$ cat src/rtl/glb_bank_req_ctrl_pkg.sv
// Shared widths, bank timing constants and the request payload for the GLB bank requester.
package glb_bank_req_ctrl_pkg;

    localparam int unsigned BANK_ADDR_WIDTH  = 17;
    localparam int unsigned BANK_DATA_WIDTH  = 64;
    localparam int unsigned BANK_STRB_WIDTH  = BANK_DATA_WIDTH / 8;
    localparam int unsigned BANK_BYTE_OFFSET = $clog2(BANK_STRB_WIDTH);
    localparam int unsigned RD_LATENCY       = 3;
    localparam int unsigned RSP_FIFO_DEPTH   = 4;

    typedef struct packed {
        logic                       wr;
        logic [BANK_ADDR_WIDTH-1:0] addr;
        logic [BANK_DATA_WIDTH-1:0] data;
        logic [BANK_STRB_WIDTH-1:0] strb;
    } glb_bank_req_t;

    // Expand byte enables into the bank's per-bit write mask.
    function automatic logic [BANK_DATA_WIDTH-1:0] strb_to_bit_sel(input logic [BANK_STRB_WIDTH-1:0] strb);
        logic [BANK_DATA_WIDTH-1:0] sel;
        sel = '0;
        for (int i = 0; i < int'(BANK_STRB_WIDTH); i++) begin
            sel[i*8 +: 8] = {8{strb[i]}};
        end
        return sel;
    endfunction

endpackage

$ cat src/rtl/glb_bank_rsp_fifo.sv
// Response FIFO for glb_bank_req_ctrl; only compiled when GLB_BANK_RSP_FIFO_EN is defined.
`ifdef GLB_BANK_RSP_FIFO_EN
module glb_bank_rsp_fifo #(
    parameter int unsigned DATA_WIDTH = 64,
    parameter int unsigned DEPTH      = 4
) (
    input  logic                          clk,
    input  logic                          reset_n,
    input  logic                          push,
    input  logic [DATA_WIDTH-1:0]         push_data,
    input  logic                          pop,
    output logic [DATA_WIDTH-1:0]         pop_data,
    output logic                          full,
    output logic                          empty,
    output logic [$clog2(DEPTH+1)-1:0]    count
);

    localparam int unsigned PTR_W = $clog2(DEPTH);
    localparam int unsigned CNT_W = $clog2(DEPTH + 1);

    logic [DATA_WIDTH-1:0] mem_q [DEPTH];
    logic [DATA_WIDTH-1:0] mem_d [DEPTH];
    logic [PTR_W-1:0]      wr_ptr_q, wr_ptr_d;
    logic [PTR_W-1:0]      rd_ptr_q, rd_ptr_d;
    logic [CNT_W-1:0]      count_q, count_d;
    logic                  do_push_c, do_pop_c;

    function automatic logic [PTR_W-1:0] ptr_inc(input logic [PTR_W-1:0] p);
        return (p == PTR_W'(DEPTH - 1)) ? '0 : p + PTR_W'(1);
    endfunction

    assign full      = (count_q == CNT_W'(DEPTH));
    assign empty     = (count_q == '0);
    assign count     = count_q;
    assign pop_data  = mem_q[rd_ptr_q];
    assign do_push_c = push & ~full;
    assign do_pop_c  = pop & ~empty;

    always_comb begin
        mem_d    = mem_q;
        wr_ptr_d = wr_ptr_q;
        rd_ptr_d = rd_ptr_q;
        count_d  = count_q + CNT_W'(do_push_c) - CNT_W'(do_pop_c);
        if (do_push_c) begin
            mem_d[wr_ptr_q] = push_data;
            wr_ptr_d        = ptr_inc(wr_ptr_q);
        end
        if (do_pop_c) begin
            rd_ptr_d = ptr_inc(rd_ptr_q);
        end
    end

    always_ff @(posedge clk or negedge reset_n) begin
        if (!reset_n) begin
            for (int i = 0; i < int'(DEPTH); i++) begin
                mem_q[i] <= '0;
            end
            wr_ptr_q <= '0;
            rd_ptr_q <= '0;
            count_q  <= '0;
        end else begin
            mem_q    <= mem_d;
            wr_ptr_q <= wr_ptr_d;
            rd_ptr_q <= rd_ptr_d;
            count_q  <= count_d;
        end
    end

endmodule
`endif

$ cat src/rtl/glb_bank_req_ctrl.sv
// Requester-side controller for one GLB bank: issues reads/writes, tracks read latency, returns data in order.
// Optional response buffering with read credit flow control: define GLB_BANK_RSP_FIFO_EN.
module glb_bank_req_ctrl
    import glb_bank_req_ctrl_pkg::*;
(
    input  logic                       clk,
    input  logic                       reset_n,
    input  logic                       req_valid,
    output logic                       req_ready,
    input  logic                       req_wr,
    input  logic [BANK_ADDR_WIDTH-1:0] req_addr,
    input  logic [BANK_DATA_WIDTH-1:0] req_data,
    input  logic [BANK_STRB_WIDTH-1:0] req_strb,
    output logic                       rd_rsp_valid,
    input  logic                       rd_rsp_ready,
    output logic [BANK_DATA_WIDTH-1:0] rd_rsp_data,
    output logic                       mem_ren,
    output logic                       mem_wen,
    output logic [BANK_ADDR_WIDTH-1:0] mem_addr,
    output logic [BANK_DATA_WIDTH-1:0] mem_data_in,
    output logic [BANK_DATA_WIDTH-1:0] mem_data_in_bit_sel,
    input  logic [BANK_DATA_WIDTH-1:0] mem_data_out,
    output logic                       idle
);

    glb_bank_req_t         req_c;
    logic                  accept_c;
    logic                  rd_accept_c;
    logic                  capture_c;
    logic [RD_LATENCY-1:0] inflight_q, inflight_d;

    assign req_c       = '{wr: req_wr, addr: req_addr, data: req_data, strb: req_strb};
    assign accept_c    = req_valid & req_ready;
    assign rd_accept_c = accept_c & ~req_c.wr;
    assign capture_c   = inflight_q[RD_LATENCY-1];
    assign inflight_d  = (inflight_q << 1) | RD_LATENCY'(rd_accept_c);

    // Bank command is presented in the accept cycle; bit_sel stays zero for reads.
    always_comb begin
        mem_ren             = 1'b0;
        mem_wen             = 1'b0;
        mem_addr            = '0;
        mem_data_in         = '0;
        mem_data_in_bit_sel = '0;
        if (accept_c) begin
            mem_wen     = req_c.wr;
            mem_ren     = ~req_c.wr;
            mem_addr    = req_c.addr;
            mem_data_in = req_c.data;
            if (req_c.wr) begin
                mem_data_in_bit_sel = strb_to_bit_sel(req_c.strb);
            end
        end
    end

    always_ff @(posedge clk or negedge reset_n) begin
        if (!reset_n) begin
            inflight_q <= '0;
        end else begin
            inflight_q <= inflight_d;
        end
    end

`ifdef GLB_BANK_RSP_FIFO_EN
    localparam int unsigned CNT_W = $clog2(RSP_FIFO_DEPTH + 1);
    localparam int unsigned SUM_W = CNT_W + 1;

    logic [CNT_W-1:0] inflight_cnt_c;
    logic [CNT_W-1:0] fifo_count_c;
    logic             fifo_empty_c;
    logic             fifo_full_unused;
    logic             credit_c;

    always_comb begin
        inflight_cnt_c = '0;
        for (int i = 0; i < int'(RD_LATENCY); i++) begin
            inflight_cnt_c = inflight_cnt_c + CNT_W'(inflight_q[i]);
        end
    end

    // A read needs a guaranteed FIFO slot; a pop in the same cycle does not free one.
    assign credit_c     = (SUM_W'(inflight_cnt_c) + SUM_W'(fifo_count_c)) < SUM_W'(RSP_FIFO_DEPTH);
    assign req_ready    = req_c.wr | credit_c;
    assign rd_rsp_valid = ~fifo_empty_c;
    assign idle         = (inflight_q == '0) & fifo_empty_c & ~rd_rsp_valid;

    glb_bank_rsp_fifo #(
        .DATA_WIDTH (BANK_DATA_WIDTH),
        .DEPTH      (RSP_FIFO_DEPTH)
    ) u_rsp_fifo (
        .clk       (clk),
        .reset_n   (reset_n),
        .push      (capture_c),
        .push_data (mem_data_out),
        .pop       (rd_rsp_valid & rd_rsp_ready),
        .pop_data  (rd_rsp_data),
        .full      (fifo_full_unused),
        .empty     (fifo_empty_c),
        .count     (fifo_count_c)
    );
`else
    logic                       rd_rsp_valid_q, rd_rsp_valid_d;
    logic [BANK_DATA_WIDTH-1:0] rd_rsp_data_q, rd_rsp_data_d;
    logic                       rsp_ready_unused;

    assign rsp_ready_unused = rd_rsp_ready;
    assign req_ready        = 1'b1;

    // Single-cycle response pulse; data holds until the next capture.
    always_comb begin
        rd_rsp_valid_d = capture_c;
        rd_rsp_data_d  = rd_rsp_data_q;
        if (capture_c) begin
            rd_rsp_data_d = mem_data_out;
        end
    end

    always_ff @(posedge clk or negedge reset_n) begin
        if (!reset_n) begin
            rd_rsp_valid_q <= 1'b0;
            rd_rsp_data_q  <= '0;
        end else begin
            rd_rsp_valid_q <= rd_rsp_valid_d;
            rd_rsp_data_q  <= rd_rsp_data_d;
        end
    end

    assign rd_rsp_valid = rd_rsp_valid_q;
    assign rd_rsp_data  = rd_rsp_data_q;
    assign idle         = (inflight_q == '0) & ~rd_rsp_valid_q;
`endif

endmodule

$ cat config.mk
export PLATFORM = sky130hd
export DESIGN_NAME = glb_bank_req_ctrl
export DESIGN_NICKNAME = d
export VERILOG_FILES = /design/src/rtl/glb_bank_req_ctrl_pkg.sv /design/src/rtl/glb_bank_rsp_fifo.sv /design/src/rtl/glb_bank_req_ctrl.sv
export SDC_FILE = /design/constraint.sdc
export NUM_CORES = 1
export LEC_CHECK = 0
export BUFFER_PORTS_ARGS = -buffer_cell sky130_fd_sc_hd__buf_2
export CAP_MARGIN = 20
export CORE_AREA = 2 2 146 148
export CTS_CLUSTER_SIZE = 10
export DETAILED_ROUTE_END_ITERATION = 6
export DIE_AREA = 0 0 148 150
export PLACE_DENSITY = 0.55
export SYNTH_ARGS = -nofsm -noshare
export SYNTH_HDL_FRONTEND = slang
export SYNTH_SLANG_ARGS = --single-unit
$ cat constraint.sdc
create_clock -name clk -period 2.9 [get_ports clk]
set_clock_uncertainty 0.05 [all_clocks]
set_input_delay 0.725 -clock clk [delete_from_list [all_inputs] [get_ports clk]]
set_output_delay 0.725 -clock clk [all_outputs]
set_load 0.005 [all_outputs]
==> impl_metrics.tcl <==
set metrics [dict create \
    ff2ff_path_depth 2 \
    dp_hpwl_um 10800 \
    status "completed" \
    holdCritPathClass "in2async" \
    pin_count 372 \
    powerDensity_nw_per_um2 490 \
    cts-root-buf "clkbuf_16" \
    wl_met3_um 1300 \
    drtPass1Iterations 4 \
    power_mw 2.79 \
    routed-wl-met2_um 6630 \
    post_cts_buffers 0 \
    hold_violations 0 \
    via_per_inst 3.65 \
    cp_max_fo 28 \
    fin_util_pct 27.6 \
    track_usage_pct 10.9 \
    place_area_um2 5440 \
    crit_required_ps 2120 \
    core-area_um2 20700 \
    wl_per_cell_um 14.7 \
    grt_pass1_wl_um 18400 \
    rsz0062_at_grt "no" \
    netlist_top_cells_count "82 x and2_1, 68 x dfrtp_1, 57 x buf_4, 49 x mux2_4, 15 x mux2_2" \
    cp-end-kind "output port" \
    critPathLaunchType "input pin" \
    routed_wl_um 13100 \
    yosysTopAreaCellShare_pct 45.7 \
    synth.most_common_cell "and2_1" \
    yosysSeqAreaShare_pct 45.7 \
    fp-row-count 53 \
    setup_viol 0 \
    cts_num_sinks 68 \
    routed-via-count 3258 \
    timing.rr.end "rd_rsp_data[3]$_DFFE_PN0P_" \
    fp.dieW_um 148 \
    cts_resized 0 \
    syn_area_um2 3720 \
    port_buffers 369 \
    synth-async-reset-ratio_pct 100 \
    syn_nets 456 \
    synthFlopType "dfrtp_1" \
    ant_nets 0 \
    yosysWarningCount 0 \
    drt_iter0_drc 53 \
    cts_max_path_buffers 2 \
    postSynthCellCount 298 \
    design_area_um2 5700 \
    ys_ff_latch 68 \
    holdBufCountCts 0 \
    synth_area_leaders "dfrtp_1 46%, mux2_4 20%, and2_1 14%" \
    setup_tns_ps 0 \
    dieArea_um2 22200 \
    nets 771 \
    clk_pin_slew_worst_paths_ps 60 \
    gp_congestion 0.815 \
    hold-worst-slack_ps 240 \
    highest_layer "met4" \
    leakagePower_nw 3.26 \
    insertion_delay_ps 320 \
    synth_edf_count 0 \
    post-route-drc-count 0 \
    drive_gt1_share_pct 73.9 \
    syn_area_per_cell_um2 12.5 \
    slew_viol_final 0 \
    grt_max_degree 29 \
    ys_types 12 \
    drt-met1-wl_um 5010 \
    grt_antenna_before_repair 1 \
    r2r-start "inflight_q[2]$_DFF_PN0_" \
    crit_arrival_ps 1680 \
    worstSetupPathType "in2out" \
    syn2layout_area_growth_pct 53.3 \
    period_minus_slack_ps 2460 \
    htree_levels 3 \
    fin_crit_sh_pct 84.7 \
    peakVddDrop_mv 0.212 \
    cts_made_buffers 9 \
    cts_tree "yes" \
    die_h_um 150 \
    yosysTopAreaCell "dfrtp_1" \
    r2r_setup_slack_ps 1230 \
    maxCapViolations 0 \
    clock.fmax_mhz 407 \
    start_util_pct 18.0 \
    grt_pass1_vias 3137 \
    grt-ovfl-total 0 \
]
==> area by class of cell <==
| class | count | area, um^2 |
|---|---|---|
| fillers | 2250 | 15000 |
| flip-flops and latches | 68 | 1710 |
| clock inverters | 5 | 30.0 |
| clock buffers | 10 | 229 |
| well taps | 275 | 344 |
| multi-input cells | 157 | 1480 |
| diodes | 1 | 2.50 |
| repair buffers | 377 | 1910 |
==> cell families after synthesis <==
group | synth area share (%)
simple gates | 15.5
buf+inv | 14.4
flops | 45.7
mux | 24.3
other cells | 0.101
==> layer usage <==
metal | up-vias | GRT usage [%]
met3 | 9 | 3.84
met2 | 191 | 18.8
met4 | 0 | 3.43
met5 | - | 0
li1 | 1538 | -
met1 | 1520 | 12.6
==> power by group <==
| group | internal, mW | total, mW | leakage [nW] | switching [mW] |
|---|---|---|---|---|
| logic | 0.423 | 0.681 | 2.34 | 0.258 |
| registers | 1.09 | 1.16 | 0.801 | 0.0719 |
| clock network | 0.568 | 0.953 | 0.124 | 0.385 |
| total | 2.08 | 2.79 | 3.26 | 0.715 |
==> placed cells by master, fill, tap and decap left out, types with 2 or more instances in the layout <==
| cell | count |
|---|---|
| buf_2 | 369 |
| mux2_2 | 15 |
| clkinv_2 | 3 |
| dfrtp_1 | 67 |
| mux2_4 | 49 |
| buf_4 | 8 |
| clkbuf_16 | 9 |
| and3_1 | 8 |
| clkinvlp_4 | 2 |
| and2_1 | 82 |
==> sequential cells by signal, indices dropped and copies added, names as in the netlist <==
register and flops:
rd_rsp_data 64, inflight_q 3, rd_rsp_valid 1
==> critical path: stages <==
cell,delay [ps]
buf_2,340
and3_1,420
buf_2,180
==> worst max-delay path by stage <==
| stage | from | endpoint | slack, ps | cells after the start |
|---|---|---|---|---|
| 2_1_floorplan | req_valid | mem_data_in_bit_sel[10] | 770 | 3 |
| 3_3_place_gp | req_valid | mem_data_in_bit_sel[11] | 410 | 3 |
| 3_5_place_dp | req_valid | mem_data_in_bit_sel[14] | 400 | 3 |
| 4_1_cts | req_valid | mem_data_in_bit_sel[14] | 390 | 3 |
| 5_1_grt | req_valid | mem_data_in[62] | 320 | 4 |
| 6_report | req_valid | mem_data_in_bit_sel[28] | 440 | 3 |
==> per-stage QoR <==
stage / cells / setup slack, ps
detailed placement: 877 / 398
CTS: 892 / 388
global placement: 877 / 406
finish: 893 / 444
global route: 893 / 316
floorplan: 298 / 769
No activity file was read; power rests on OpenSTA's default activity.
